`config.mk`:
```
export PLATFORM = sky130hd
export DESIGN_NAME = dec_sweep
export DESIGN_NICKNAME = d
export VERILOG_FILES = /design/src/rtl/dec_sweep_pkg.sv /design/src/rtl/dec_sweep_onehot.sv /design/src/rtl/dec_sweep.sv
export SDC_FILE = /design/constraint.sdc
export NUM_CORES = 1
export LEC_CHECK = 0
export ABC_CLOCK_PERIOD_IN_PS = 4600
export CAP_MARGIN = 0
export CORE_MARGIN = 2
export CORE_UTILIZATION = 53
export DETAILED_ROUTE_END_ITERATION = 10
export GPL_TIMING_DRIVEN = 0
export PLACE_DENSITY = 0.91
export SLEW_MARGIN = 40
export SYNTH_ARGS = -nofsm -noshare
export SYNTH_HDL_FRONTEND = slang
export SYNTH_SLANG_ARGS = --single-unit
```
`constraint.sdc`:
```
create_clock -name clk -period 4.6 [get_ports clk]
set_clock_uncertainty 0.2 [all_clocks]
set_input_delay 0.46 -clock clk [delete_from_list [all_inputs] [get_ports clk]]
set_output_delay 0.46 -clock clk [all_outputs]
set_load 0.02 [all_outputs]
```
`src/rtl/dec_sweep_pkg.sv`:
```
// Shared definitions for the decode/sweep block: default select width and FSM state encodings.
package dec_sweep_pkg;

  localparam int DEFAULT_AW = 5;

  typedef enum logic {
    ST_IDLE  = 1'b0,
    ST_SWEEP = 1'b1
  } state_t;

endpackage

```
`src/rtl/dec_sweep_onehot.sv`:
```
// Combinational one-hot decoder: Y has bit I set when En is high, otherwise all-zero.
module dec_onehot #(
  parameter int AW = dec_sweep_pkg::DEFAULT_AW
) (
  input  logic [AW-1:0]     I,
  input  logic              En,
  output logic [2**AW-1:0]  Y
);

  always_comb begin
    Y = '0;
    if (En) Y[I] = 1'b1;
  end

endmodule

```
`src/rtl/dec_sweep.sv`:
```
// Registered one-hot decoder with a self-timed sweep mode that walks every output index once.
module dec_sweep
  import dec_sweep_pkg::*;
#(
  parameter int AW = DEFAULT_AW,
  parameter int N  = 2**AW
) (
  input  logic          clk,
  input  logic          rst,
  input  logic          En,
  input  logic [AW-1:0] I,
  input  logic          Sweep,
  input  logic          Dir,
  output logic [N-1:0]  Y,
  output logic          Busy,
  output logic          Done,
  output state_t        dbg_state
);

  localparam logic [AW-1:0] IDX_MAX = {AW{1'b1}};

  state_t        state_q, state_d;
  logic [AW-1:0] cnt_q, cnt_d;
  logic          dir_q, dir_d;
  logic [N-1:0]  y_q, y_d;
  logic          busy_q, busy_d;
  logic          done_q, done_d;

  logic [AW-1:0] dec_sel;
  logic          dec_en;
  logic [AW-1:0] last_idx;

  dec_onehot #(.AW(AW)) u_dec (
    .I  (dec_sel),
    .En (dec_en),
    .Y  (y_d)
  );

  assign last_idx = dir_q ? '0 : IDX_MAX;

  // The decoder always sees the index that will be registered this edge,
  // so in SWEEP it is fed the stepped counter rather than the current one.
  always_comb begin
    state_d = state_q;
    cnt_d   = cnt_q;
    dir_d   = dir_q;
    busy_d  = 1'b0;
    done_d  = 1'b0;
    dec_sel = I;
    dec_en  = 1'b0;
    case (state_q)
      ST_IDLE: begin
        if (Sweep) begin
          state_d = ST_SWEEP;
          dir_d   = Dir;
          cnt_d   = Dir ? IDX_MAX : '0;
          dec_sel = cnt_d;
          dec_en  = 1'b1;
          busy_d  = 1'b1;
        end else begin
          dec_sel = I;
          dec_en  = En;
        end
      end
      ST_SWEEP: begin
        if (cnt_q == last_idx) begin
          state_d = ST_IDLE;
          done_d  = 1'b1;
        end else begin
          cnt_d   = dir_q ? (cnt_q - AW'(1)) : (cnt_q + AW'(1));
          dec_sel = cnt_d;
          dec_en  = 1'b1;
          busy_d  = 1'b1;
        end
      end
      default: state_d = ST_IDLE;
    endcase
  end

  always_ff @(posedge clk or posedge rst) begin
    if (rst) begin
      state_q <= ST_IDLE;
      cnt_q   <= '0;
      dir_q   <= 1'b0;
      y_q     <= '0;
      busy_q  <= 1'b0;
      done_q  <= 1'b0;
    end else begin
      state_q <= state_d;
      cnt_q   <= cnt_d;
      dir_q   <= dir_d;
      y_q     <= y_d;
      busy_q  <= busy_d;
      done_q  <= done_d;
    end
  end

  assign Y         = y_q;
  assign Busy      = busy_q;
  assign Done      = done_q;
  assign dbg_state = state_q;

endmodule

```
==> impl_metrics.toml, run 1 <==
[critical_path]
crit_path_start_kind = "flip-flop"
cp_max_fo = 11
arrival_ns = 2.68
end_kind = "flip-flop"
required_ns = 4.66
reg2regPathDepth = 8
worstSetupPathType = "reg2reg"

[logic_synthesis]
synth-simple-area-share = 0.201
synth.most_common_cell = "dfrtp_1"
ys_types = 49
synthTopCellsByCount = "dfrtp_1, nor3_1, nor2_1"
synth_mux_area_frac = 0.0158
synth_edf_count = 0
ys_ff_latch = 40
ys_warn_count = 0
synth-xor-area-share = 0.0164
syn-num-nets = 186
synth_compound_area_frac = 0.162
ys_top_cells_by_area = "dfrtp_1, nor3_1, o211ai_1"
yosysTopAreaCellShare = 0.526
yosys.area_share.adder = 0.0303
seq_area_frac_synth = 0.526
ys_async_sr_fraction = 1.00
synth_top_family_by_area = "simple AND/OR/NAND/NOR gates"
synthCells = 172
synth_top_area_cell = "dfrtp_1"
postSynthAreaPerCell_um2 = 11.1
netlist_area_mm2 = 0.00190
synth_ff_type = "dfrtp_1"

[routing]
remaining_drc_errors = 0
drtAntennaViolNets = 0
vias_per_cell = 5.66
drt-total-wl_um = 3930
drt_iter0_drc = 47
drt_first_pass_iters = 4
routedWlPerCell_um = 14.5
vias = 1529

[finish]
final-seq-area_mm2 = 0.00100
multi_input_area_um2 = 810
diodes = 0
utilization = 0.731
nets = 237
syn_to_final_growth_pct = 30.3
stdcell_area_mm2 = 0.00248
nFillCells = 252
drive_gt1_frac = 0.134

[timing]
post-route-min-period_ns = 2.62
slew_headroom = 0.580
slew_viol_final = 0
period_share = 0.570
clock.fmax_mhz = 381
fin_setup_tns_ns = 0
worstMarginPinSlew_ns = 0.629
setup_viol = 0
rsz0062_at_grt = "false"
hold_ws_ns = 0.299
hold_viol = 0

[clock_tree]
htree_levels = 2
clkSinkCount = 40
cts_hold_buf = 0
root_buffer = "clkbuf_4"
clk_pin_slew_ns = 0.11
cts_buffers = 5
ctsResizeCount = 0
cts_tree = "built"
insertion_delay_ns = 0.34
clockBufferDepth = 2
post_cts_buffers = 0

[floorplanning]
initial_utilization = 0.561
die_w_um = 63.9
fp-row-count = 21
fp.dieH_um = 63.9
die-area_mm2 = 0.00408
core_area_mm2 = 0.00339
io_pins = 45

[placed_design]
place_congestion = 0.935
post_dp_cell_area_mm2 = 0.00240
hpwl_um = 3020
portBuffers = 44

[global_routing]
grt_pass1_wl_um = 6730
antenna_found_initial = 0
first_global_vias = 1434
grt_max_degree = 41
grt_use_total = 0.216
grt-ovfl-total = 0

[hold_path]
hp-class = "in2async"

[flow_run]
maxCapViolCount = 0

[outcome]
status = "finished clean"
flip-flops by register name, indices dropped and copies added (netlist names):
signal,flops
Y,32
cnt_q,5
Busy,1
Done,1
dir_q,1
metrics by stage:
stage	worst slack, ns	cells
after CTS	1.97	270
final	1.98	270
after floorplan	2.31	172
after detailed placement	2.00	262
after global routing	1.80	270
after global placement	2.03	262
critical path: stages (launching register included):
cell,delay (ns)
dfrtp_1,0.60
ha_1,0.37
a21oi_1,0.24
and2_1,0.18
xnor3_1,0.25
o21ba_2,0.22
buf_6,0.13
buf_6,0.13
nor3_1,0.21
kinds of logic after synthesis:
kind of cell    count (synthesis)
mux                             3
buf+inv                        15
compound gates                 38
xor+xnor                        2
flops                          40
fa+ha+maj                       4
simple gates                   70
cell type report:
class / instances / area share
Sequential cell: 40 / 0.404
Multi-Input combinational cell: 117 / 0.327
Timing Repair Buffer: 44 / 0.178
Buffer: 10 / 0.0293
Tap cell: 46 / 0.0232
Clock buffer: 6 / 0.0167
Clock inverter: 2 / 0.0141
Inverter: 5 / 0.00808
cells in the final DEF (no fill, tap or decap), types with 3 or more instances in the layout:
cell type	synthesis	routed
a21oi_1	4	4
and3_1	4	4
buf_2	4	4
buf_6	3	3
clkbuf_4	0	5
clkdlybuf4s50_1	0	44
dfrtp_1	40	40
ha_1	3	3
inv_1	5	4
mux2i_1	3	3
nand2_1	4	4
nand3_1	3	3
nand4_1	4	4
nor2_1	9	9
nor3_1	34	34
o211ai_1	7	7
o21ai_0	8	8
final timing paths:
check | start | end | slack [ns]
max | dir_q | Y[11] | 1.98
min | rst | Y[28] | 0.30
max reg2reg | dir_q | Y[11] | 1.98
min reg2reg | cnt_q[3] | cnt_q[3] | 0.40
max in group asynchronous | rst | Y[23] | 3.52
min in group clk | cnt_q[3] | cnt_q[3] | 0.40
routing by layer:
metal / up-vias / share of wire / global-route usage
li1: 735 / - / -
met1: 710 / 0.42 / 0.263
met2: 73 / 0.50 / 0.375
met3: 11 / 0.061 / 0.0511
met4: 0 / 0.018 / 0.0734
met5: - / 0 / 0
Power of run 1 is left out: the tool's default activity adds up to more than one toggle a clock period on the data nets, which glitch-free logic cannot reach.
==> run 2, diff against run 1 <==
--- a/config.mk
+++ b/config.mk
@@ -5,13 +5,13 @@
 export SDC_FILE = /design/constraint.sdc
 export NUM_CORES = 1
 export LEC_CHECK = 0
-export ABC_CLOCK_PERIOD_IN_PS = 4600
+export ABC_CLOCK_PERIOD_IN_PS = 2700
 export CAP_MARGIN = 0
 export CORE_MARGIN = 2
-export CORE_UTILIZATION = 53
+export CORE_UTILIZATION = 49
 export DETAILED_ROUTE_END_ITERATION = 10
 export GPL_TIMING_DRIVEN = 0
-export PLACE_DENSITY = 0.91
+export PLACE_DENSITY = 0.86
 export SLEW_MARGIN = 40
 export SYNTH_ARGS = -nofsm -noshare
 export SYNTH_HDL_FRONTEND = slang
==> constraint.sdc (replaced) <==
create_clock -name clk -period 2.7 [get_ports clk]
set_clock_uncertainty 0.2 [all_clocks]
set_input_delay 0.27 -clock clk [delete_from_list [all_inputs] [get_ports clk]]
set_output_delay 0.27 -clock clk [all_outputs]
set_load 0.02 [all_outputs]
==> run 2 against run 1 <==
Effect of this change: utilization down 3.7 points; die area up 7.7%; worst setup slack worse by 1.8 ns; maximum frequency up 3.2%; cell count up 0.74%; non-clock buffer count up 1; global-route usage down 0.51 points; cell area up 3.4%; first-iteration DRC count up 79%; register-to-register slack worse by 1.8 ns; hold slack worse by 0.25 ns; via count down 2.8%; critical path type unchanged.
==> impl_metrics.toml, run 2 (synthesis gave the netlist of run 1 again) <==
[timing]
fin_setup_tns_ns = 0
slew_viol_final = 0
period_share = 0.941
rsz0062_at_grt = "false"
hold_viol = 0
slew_headroom = 0.653
clock.fmax_mhz = 393
worstMarginPinSlew_ns = 0.516
post-route-min-period_ns = 2.54
setup_viol = 0

[floorplanning]
fp.dieH_um = 66.3
die-area_mm2 = 0.00440
io_pins = 45
fp-row-count = 22
initial_utilization = 0.516
core_area_mm2 = 0.00369
die_w_um = 66.3

[critical_path]
required_ns = 2.66
worstSetupPathType = "reg2reg"
end_kind = "flip-flop"
critPathTopFamily = "compound AO/OA/AOI/OAI gates"
r2r_slack_ns = 0.16
crit_path_start_kind = "flip-flop"
arrival_ns = 2.50
slowest_delay_ns = 0.50
critical_path.cell_chain = "ha_1 -> a21oi_1 -> and2_1 -> xnor3_1 -> o21bai_2 -> buf_2 -> nor3_1"
slowest_stage = "dfrtp_2"
cp_max_fo = 11
cp_num_buf_inv = 1

[clock_tree]
htree_levels = 2
insertion_delay_ns = 0.28
cts_buffers = 5
clkSinkCount = 40
post_cts_buffers = 0
clockBufferDepth = 2
clk_pin_slew_ns = 0.07
cts_tree = "built"
root_buffer = "clkbuf_8"
cts_hold_buf = 0

[global_routing]
grt_max_degree = 29
antenna_found_initial = 0
grt_use_total = 0.211
first_global_vias = 1455
grt_pass1_wl_um = 7020
grt-ovfl-total = 0

[finish]
final_cell_mix = "clkdlybuf4s50_1, dfrtp_1, nor3_1, nor2_1, o21ai_0"
syn_to_final_growth_pct = 34.7
drive_gt1_frac = 0.152
nFillCells = 305
diodes = 0
largest_register_ffs = 32
utilization = 0.694
nets = 238
final_common_cell = "clkdlybuf4s50_1"

[flow_run]
maxCapViolCount = 0

[hold_path]
hp-class = "in2async"

[routing]
drt_iter0_drc = 84
routedWlPerCell_um = 15.1
drtAntennaViolNets = 0
drt_first_pass_iters = 4
vias_per_cell = 5.46
remaining_drc_errors = 0
vias = 1486
drt-total-wl_um = 4110

[placed_design]
place_congestion = 0.934
portBuffers = 44
hpwl_um = 3240

[outcome]
status = "finished clean"
run 2: worst paths after layout:
check	from	to	cells past startpoint
max in group asynchronous	rst	Y[9]	3
hold reg to reg	cnt_q[3]	cnt_q[3]	2
hold / removal	rst	Y[28]	2
setup / recovery	dir_q	Y[25]	7
min in group clk	cnt_q[3]	cnt_q[3]	2
setup reg to reg	dir_q	Y[25]	7
run 2: cell type report:
cell class,count,area [um^2],area share
plain buffers,10,72.6,0.0283
clock buffers,5,68.8,0.0269
clock inverters,2,60.1,0.0234
inverters,5,18.8,0.00733
multi-input cells,117,818,0.319
flip-flops and latches,40,1000,0.391
well taps,48,60.1,0.0234
repair buffers,45,460,0.180
run 2: stage by stage:
| stage | setup slack (ns) | instance area, um^2 | instances | hold WS [ns] |
|---|---|---|---|---|
| 6_report | 0.158 | 2560 | 272 | 0.0506 |
| 5_1_grt | 0.0227 | 2560 | 272 | 0.0720 |
| 4_1_cts | 0.0652 | 2550 | 272 | 0.0561 |
| 3_5_place_dp | 0.110 | 2420 | 265 | 0.354 |
| 3_3_place_gp | 0.141 | 2400 | 264 | 0.353 |
| 2_1_floorplan | 0.406 | 1900 | 172 | 0.273 |
run 2: what timing repair did:
item	4_1_cts	5_1_grt
endpoints found under the hold margin	0	0
setup endpoints to repair	0	20
resized for setup	0	3
run 2: worst register-to-register path, cell delays in order, from the launching register on:
cell      delay, ns
dfrtp_2        0.50
ha_1           0.38
a21oi_1        0.24
and2_1         0.17
xnor3_1        0.26
o21bai_2       0.31
buf_2          0.28
nor3_1         0.08
run 2: per-layer routing:
layer  wire (um)  GRT usage  part of all wire
met3         225     0.0273             0.055
met1        1710      0.263              0.42
met4          57     0.0740             0.014
met2        2120      0.373              0.52
met5           0          0                 0
Power of run 2 is left out for the same reason.
